### config.mk
export PLATFORM = sky130hd
export DESIGN_NAME = cache_refill_broadcast_arbiter_flat
export DESIGN_NICKNAME = d
export VERILOG_FILES = /design/src/rtl/cache_refill_broadcast_arbiter_pkg.sv /design/src/rtl/cache_refill_broadcast_arbiter_if.sv /design/src/rtl/cache_refill_broadcast_arbiter_rr_arbiter.sv /design/src/rtl/cache_refill_broadcast_arbiter.sv /design/src/flat_wrapper.sv
export SDC_FILE = /design/constraint.sdc
export NUM_CORES = 1
export LEC_CHECK = 0
export CORE_MARGIN = 2
export CORE_UTILIZATION = 38
export CTS_CLUSTER_DIAMETER = 50
export CTS_CLUSTER_SIZE = 16
export DETAILED_ROUTE_END_ITERATION = 10
export GPL_ROUTABILITY_DRIVEN = 0
export HOLD_SLACK_MARGIN = 0.12
export PLACE_DENSITY = 0.77
export SLEW_MARGIN = 15
export SYNTH_ARGS = -nofsm -noshare
export SYNTH_HDL_FRONTEND = slang
export SYNTH_SLANG_ARGS = --single-unit
### constraint.sdc
create_clock -name clk -period 2.1 [get_ports clk]
set_input_delay 0.315 -clock clk [delete_from_list [all_inputs] [get_ports clk]]
set_output_delay 0.315 -clock clk [all_outputs]
set_load 0.01 [all_outputs]
### src/rtl/cache_refill_broadcast_arbiter_pkg.sv
// Shared types and sizing helpers for the cache refill broadcast arbiter.
package cache_refill_pkg;

    typedef enum logic [1:0] {
        S_IDLE,
        S_MEM_REQ,
        S_MEM_WAIT,
        S_GRANT
    } refill_state_t;

    localparam int DEF_N_PORTS          = 4;
    localparam int DEF_DWIDTH           = 4;
    localparam int DEF_BLOCK_WIDTH_BITS = 4;
    localparam int DEF_OUT_ADDR_WIDTH   = 12;

    // One cache block holds 2**block_bits words of dwidth bits each.
    function automatic int calc_block_w(input int dwidth, input int block_bits);
        return dwidth * (2 ** block_bits);
    endfunction

endpackage

### src/rtl/cache_refill_broadcast_arbiter_if.sv
// Miss-request, broadcast and memory-read bundle of the refill arbiter.
interface cache_refill_broadcast_arbiter_if
    import cache_refill_pkg::*;
#(
    parameter int N_PORTS          = DEF_N_PORTS,
    parameter int DWIDTH           = DEF_DWIDTH,
    parameter int BLOCK_WIDTH_BITS = DEF_BLOCK_WIDTH_BITS,
    parameter int OUT_ADDR_WIDTH   = DEF_OUT_ADDR_WIDTH
);
    localparam int BLOCK_W = calc_block_w(DWIDTH, BLOCK_WIDTH_BITS);

    logic [N_PORTS-1:0]                req_valid;
    logic [N_PORTS*OUT_ADDR_WIDTH-1:0] req_addr;
    logic [N_PORTS-1:0]                req_ready;
    logic                              bcast_valid;
    logic [OUT_ADDR_WIDTH-1:0]         bcast_addr;
    logic [BLOCK_W-1:0]                bcast_data;
    logic                              mem_req_valid;
    logic [OUT_ADDR_WIDTH-1:0]         mem_addr;
    logic                              mem_req_ready;
    logic                              mem_rvalid;
    logic [BLOCK_W-1:0]                mem_rdata;

    modport slave (
        input  req_valid, req_addr, mem_req_ready, mem_rvalid, mem_rdata,
        output req_ready, bcast_valid, bcast_addr, bcast_data, mem_req_valid, mem_addr
    );

    modport master (
        output req_valid, req_addr, mem_req_ready, mem_rvalid, mem_rdata,
        input  req_ready, bcast_valid, bcast_addr, bcast_data, mem_req_valid, mem_addr
    );

endinterface

### src/rtl/cache_refill_broadcast_arbiter_rr_arbiter.sv
// Combinational round-robin picker: lowest requesting index at or above ptr, wrapping.
module rr_arbiter #(
    parameter  int N  = 4,
    localparam int IW = (N > 1) ? $clog2(N) : 1
) (
    input  logic [N-1:0]  req,
    input  logic [IW-1:0] ptr,
    output logic [N-1:0]  grant,
    output logic [IW-1:0] idx,
    output logic          any
);
    logic [2*N-1:0] rot_full;
    logic [N-1:0]   rot;
    logic [N-1:0]   rot_first;
    logic [2*N-1:0] unrot_full;

    // Rotate so ptr sits at bit 0, isolate the lowest set bit, rotate back.
    assign rot_full   = {req, req} >> ptr;
    assign rot        = rot_full[N-1:0];
    assign rot_first  = rot & (~rot + {{(N-1){1'b0}}, 1'b1});
    assign unrot_full = {rot_first, rot_first} << ptr;
    assign grant      = unrot_full[2*N-1:N];
    assign any        = |req;

    generate
        for (genvar gb = 0; gb < IW; gb++) begin : g_idx_bit
            logic [N-1:0] bit_sel;
            for (genvar gi = 0; gi < N; gi++) begin : g_port
                assign bit_sel[gi] = (((gi >> gb) & 1) != 0) ? grant[gi] : 1'b0;
            end
            assign idx[gb] = |bit_sel;
        end
    endgenerate

endmodule

### src/rtl/cache_refill_broadcast_arbiter.sv
// Round-robin refill stage: fetches one block per miss and broadcasts it to all caches.
module cache_refill_broadcast_arbiter
    import cache_refill_pkg::*;
#(
    parameter int N_PORTS          = DEF_N_PORTS,
    parameter int DWIDTH           = DEF_DWIDTH,
    parameter int BLOCK_WIDTH_BITS = DEF_BLOCK_WIDTH_BITS,
    parameter int OUT_ADDR_WIDTH   = DEF_OUT_ADDR_WIDTH
) (
    input  logic                               clk,
    input  logic                               rst,
    cache_refill_broadcast_arbiter_if.slave    bus
);
    localparam int BLOCK_W = calc_block_w(DWIDTH, BLOCK_WIDTH_BITS);
    localparam int IW      = (N_PORTS > 1) ? $clog2(N_PORTS) : 1;

    refill_state_t             state_q, state_d;
    logic [IW-1:0]             winner_q, winner_d;
    logic [N_PORTS-1:0]        winner_oh_q, winner_oh_d;
    logic [IW-1:0]             rr_ptr_q, rr_ptr_d;
    logic [OUT_ADDR_WIDTH-1:0] addr_q, addr_d;
    logic [BLOCK_W-1:0]        data_q, data_d;

    logic [N_PORTS-1:0]        arb_grant;
    logic [IW-1:0]             arb_idx;
    logic                      arb_any;
    logic [OUT_ADDR_WIDTH-1:0] port_addr [N_PORTS];

    generate
        for (genvar gi = 0; gi < N_PORTS; gi++) begin : g_port_addr
            assign port_addr[gi] = bus.req_addr[gi*OUT_ADDR_WIDTH +: OUT_ADDR_WIDTH];
        end
    endgenerate

    rr_arbiter #(.N(N_PORTS)) u_rr_arbiter (
        .req   (bus.req_valid),
        .ptr   (rr_ptr_q),
        .grant (arb_grant),
        .idx   (arb_idx),
        .any   (arb_any)
    );

    always_comb begin
        state_d     = state_q;
        winner_d    = winner_q;
        winner_oh_d = winner_oh_q;
        rr_ptr_d    = rr_ptr_q;
        addr_d      = addr_q;
        data_d      = data_q;
        case (state_q)
            S_IDLE: begin
                if (arb_any) begin
                    winner_d    = arb_idx;
                    winner_oh_d = arb_grant;
                    addr_d      = port_addr[arb_idx];
                    state_d     = S_MEM_REQ;
                end
            end
            S_MEM_REQ: begin
                if (bus.mem_req_ready) begin
                    state_d = S_MEM_WAIT;
                end
            end
            S_MEM_WAIT: begin
                // Broadcast data changes only here, so it stays valid through GRANT+1.
                if (bus.mem_rvalid) begin
                    data_d  = bus.mem_rdata;
                    state_d = S_GRANT;
                end
            end
            S_GRANT: begin
                rr_ptr_d = (winner_q == IW'(N_PORTS - 1)) ? '0 : winner_q + 1'b1;
                state_d  = S_IDLE;
            end
            default: state_d = S_IDLE;
        endcase
    end

    always_ff @(posedge clk) begin
        if (rst) begin
            state_q     <= S_IDLE;
            winner_q    <= '0;
            winner_oh_q <= '0;
            rr_ptr_q    <= '0;
            addr_q      <= '0;
            data_q      <= '0;
        end else begin
            state_q     <= state_d;
            winner_q    <= winner_d;
            winner_oh_q <= winner_oh_d;
            rr_ptr_q    <= rr_ptr_d;
            addr_q      <= addr_d;
            data_q      <= data_d;
        end
    end

    // The acknowledge is not gated by the live req_valid: a withdrawn winner still sees its pulse.
    assign bus.req_ready     = (state_q == S_GRANT)   ? winner_oh_q : '0;
    assign bus.bcast_valid   = (state_q == S_GRANT);
    assign bus.bcast_addr    = (state_q == S_GRANT)   ? addr_q : '0;
    assign bus.bcast_data    = data_q;
    assign bus.mem_req_valid = (state_q == S_MEM_REQ);
    assign bus.mem_addr      = (state_q == S_MEM_REQ) ? addr_q : '0;

endmodule

### src/flat_wrapper.sv
// flat-port wrapper written by rule: the top's interface ports become plain ports
module cache_refill_broadcast_arbiter_flat import cache_refill_pkg::*;
#(
    parameter int N_PORTS          = DEF_N_PORTS,
    parameter int DWIDTH           = DEF_DWIDTH,
    parameter int BLOCK_WIDTH_BITS = DEF_BLOCK_WIDTH_BITS,
    parameter int OUT_ADDR_WIDTH   = DEF_OUT_ADDR_WIDTH
)
  (clk, rst, bus_req_valid, bus_req_addr, bus_mem_req_ready, bus_mem_rvalid, bus_mem_rdata, bus_req_ready, bus_bcast_valid, bus_bcast_addr, bus_bcast_data, bus_mem_req_valid, bus_mem_addr);
  cache_refill_broadcast_arbiter_if #(.N_PORTS(N_PORTS), .DWIDTH(DWIDTH), .BLOCK_WIDTH_BITS(BLOCK_WIDTH_BITS), .OUT_ADDR_WIDTH(OUT_ADDR_WIDTH)) bus_i ();
  input  logic clk;
  input  logic rst;
  input wire logic [$bits(bus_i.req_valid)-1:0] bus_req_valid;
  input wire logic [$bits(bus_i.req_addr)-1:0] bus_req_addr;
  input wire logic [$bits(bus_i.mem_req_ready)-1:0] bus_mem_req_ready;
  input wire logic [$bits(bus_i.mem_rvalid)-1:0] bus_mem_rvalid;
  input wire logic [$bits(bus_i.mem_rdata)-1:0] bus_mem_rdata;
  output wire logic [$bits(bus_i.req_ready)-1:0] bus_req_ready;
  output wire logic [$bits(bus_i.bcast_valid)-1:0] bus_bcast_valid;
  output wire logic [$bits(bus_i.bcast_addr)-1:0] bus_bcast_addr;
  output wire logic [$bits(bus_i.bcast_data)-1:0] bus_bcast_data;
  output wire logic [$bits(bus_i.mem_req_valid)-1:0] bus_mem_req_valid;
  output wire logic [$bits(bus_i.mem_addr)-1:0] bus_mem_addr;
  assign bus_i.req_valid = bus_req_valid;
  assign bus_i.req_addr = bus_req_addr;
  assign bus_i.mem_req_ready = bus_mem_req_ready;
  assign bus_i.mem_rvalid = bus_mem_rvalid;
  assign bus_i.mem_rdata = bus_mem_rdata;
  assign bus_req_ready = bus_i.req_ready;
  assign bus_bcast_valid = bus_i.bcast_valid;
  assign bus_bcast_addr = bus_i.bcast_addr;
  assign bus_bcast_data = bus_i.bcast_data;
  assign bus_mem_req_valid = bus_i.mem_req_valid;
  assign bus_mem_addr = bus_i.mem_addr;
  cache_refill_broadcast_arbiter #(.N_PORTS(N_PORTS), .DWIDTH(DWIDTH), .BLOCK_WIDTH_BITS(BLOCK_WIDTH_BITS), .OUT_ADDR_WIDTH(OUT_ADDR_WIDTH)) u_core (.clk(clk), .rst(rst), .bus(bus_i));
endmodule
==> reports/metrics.cfg, run 1 <==
[outcome]
status=complete, no violations

[floorplanning]
io_pins=214
die_height_um=103.0
dieArea_um2=10610
die-width_um=103.0
initial_core_util_pct=38.66
coreArea_um2=9639
num_rows=36

[clock_tree]
cts_tree=yes
h-tree-depth=3
numCtsBuffers=9
cts_buffer_depth=2
clock-root-buffer=clkbuf_8
cts_hold_buf=0
clk_latency_ns=0.35
cts.clk_slew.worst_paths_ns=0.08
cts_sinks=86

[power]
ir_drop_uv=526.3
p_leak_uw=0.002592
p_per_area_nw_per_um2=810.0

[logic_synthesis]
synth_top_area_share_pct=46.21
yosys-top-cells-count=145 x nand2_1, 86 x dfxtp_1, 75 x a21oi_1
ys_top_cells_by_area=dfxtp_1 46%, nand2_1 15%, a21oi_1 10%, mux2i_1 7.5%, and2_1 4.9%
synthesis.instances=455
synth_seq_area_share_pct=46.21
synth_top_cell_by_area=dfxtp_1
syn-num-nets=580
synth_ff_type=dfxtp_1
async_flop_share_pct=0
synth_edf_count=0
ys_types=32
synth_warnings=0
synth-seq-cells=86
postSynthAreaPerCell_um2=8.189
synth.most_common_cell=nand2_1
netlist_area_um2=3726

[worst_setup_path]
cp_slowest_cell=clkdlybuf4s50_1
crit_family=buffers and inverters
worstSetupStartpointType=flop
critPathKind=flop to output port
critPathBufInv=2
path_cells=ha_4 > buf_4 > and2_1 > clkdlybuf4s50_1
slowest_delay_ns=0.57
endpoint_kind=output port
cp_max_fo=5
required_ns=1.78
r2r_slack_ns=0.33
worstPathArrival_ns=1.72

[sta]
report.final.slew_viol_count=0
timing.hold.ws_ns=0.4545
period_minus_slack_ns=2.033
period_share_pct=96.79
max_slew.worst_pin.slew_ns=0.5769
finalHoldViolations=0
setup_viol=0
setup_ws_ns=0.06741
grt_setup_unrepaired=false
clock_skew_ns=0.004695
slew_headroom_pct=61.54
max_freq_mhz=492.0

[drt]
ant_nets=0
post_drt_wl_per_cell_um=14.67
dr.pass1.iters=4
drt-vias-per-instance=4.803
drt-initial-drc-count=78
drcViolationCount=0
routed_wl_mm=11.79
vias=3862

[grt]
grtUsageMet2_pct=38.31
antenna_found_initial=0
grt_overflow=0
grt_max_degree=44
gr-max-usage-layer=met2
first_global_vias=3787
grt_util_met1_pct=22.89
grt_usage_pct=21.45
grt_util_met3_pct=7.932
grt_pass1_wl_mm=17.73

[final_layout]
n_antenna_cell=0
drive_gt1_share_pct=7.899
post-route-cell-area_um2=6357
areaGrowthSynthToFinish_pct=70.62
nNetsFinal=792

[min_path]
hold_path.class=flop to flop

[place]
hpwl_mm=8.974
numPortBuffers=213
dp_slack_ns=-0.04426
post_dp_cell_area_um2=6066

[job]
drv_cap=0

worst paths after layout:
| kind | start | end | cells after the start |
|---|---|---|---|
| min reg2reg | u_core.bus.bcast_data[45]$_SDFFE_PP0P_ | u_core.bus.bcast_data[45]$_SDFFE_PP0P_ | 2 |
| min | u_core.bus.bcast_data[45]$_SDFFE_PP0P_ | u_core.bus.bcast_data[45]$_SDFFE_PP0P_ | 2 |
| max | u_core.state_q[0]$_SDFFE_PP0P_ | bus_req_ready[0] | 4 |
| max reg2reg | u_core.state_q[1]$_SDFFE_PP0P_ | u_core.state_q[0]$_SDFFE_PP0P_ | 6 |
area by class of cell:
cell class | instances | area (um2)
clock buffer | 11 | 131.4
clock inverter | 4 | 72.57
fill | 825 | 3282
inverter | 8 | 30.03
multi-input combinational | 329 | 1841
sequential | 86 | 1727
tap | 133 | 166.4
timing repair buffer | 233 | 2390
cells in the final DEF, fill, tap and decap left out, types with 2 or more instances in the layout:
master and instances:
bufinv_16 2, nand2_1 144, clkbuf_1 2, dlymetal6s2s_1 19, nand3_1 2, and2_1 28, o22ai_1 2, a21oi_1 75
dfxtp_1 84, mux2i_1 28, o21ai_0 2, buf_12 5, buf_4 14, ha_1 3, ha_4 2, nand2b_1 3
nor2_1 15, clkdlybuf4s50_1 192, o221ai_2 8, inv_1 7, o221ai_1 5, clkbuf_8 9
cells by family after synthesis:
family | after synthesis | synth area share [%]
compound gates | 97 | 16.59
fa+ha+maj | 5 | 1.679
buf+inv | 40 | 5.171
flops | 86 | 46.21
mux | 28 | 7.522
simple gates | 199 | 22.83
what timing repair did:
action / 4_1_cts / 5_1_grt
setup endpoints to repair: 27 / 23
cloned: 0 / 0
hold endpoints to repair: 0 / 0
gates resized for setup: 10 / 19
setup buffers: 0 / 1
metrics by stage:
stage	TNS [ns]	power [uW]	utilization [%]	std cells
6_report	0	5149	65.95	804
5_1_grt	0	5471	65.95	804
4_1_cts	0	5203	65.38	803
3_5_place_dp	-0.4005	3912	62.93	788
3_3_place_gp	0	3844	62.93	788
2_1_floorplan	0	2964	-	455
state kept, by name (all words and copies together), names as in the netlist:
register	cells
u_core.addr_q	12
u_core.bus.bcast_data	64
u_core.rr_ptr_q	2
u_core.state_q	2
u_core.winner_oh_q	4
u_core.winner_q	2
worst min-delay path, cell delays in order (launching register included):
cell and delay, ns:
dfxtp_1 0.31, nand2_1 0.05, a21oi_1 0.05
metal layers:
| layer | share of wire [%] | vias up |
|---|---|---|
| li1 | - | 1934 |
| met1 | 39 | 1739 |
| met2 | 49 | 177 |
| met3 | 11 | 12 |
| met4 | 1.4 | 0 |
| met5 | 0 | - |
power breakdown:
| group | switching (uW) | total [uW] | internal [uW] |
|---|---|---|---|
| sequential | 168 | 2040 | 1880 |
| combinational | 881 | 1880 | 995 |
| clock | 568 | 1230 | 663 |
No activity file was read; power rests on OpenSTA's default activity.
==> inputs of run 2 (changes only) <==
--- a/config.mk
+++ b/config.mk
@@ -13,7 +13,7 @@
 export GPL_ROUTABILITY_DRIVEN = 0
 export HOLD_SLACK_MARGIN = 0.12
 export PLACE_DENSITY = 0.77
-export SLEW_MARGIN = 15
+export SLEW_MARGIN = 10
 export SYNTH_ARGS = -nofsm -noshare
 export SYNTH_HDL_FRONTEND = slang
 export SYNTH_SLANG_ARGS = --single-unit
==> results of run 2 <==
No change in the layout: final DEF, timing and power equal those of run 1.
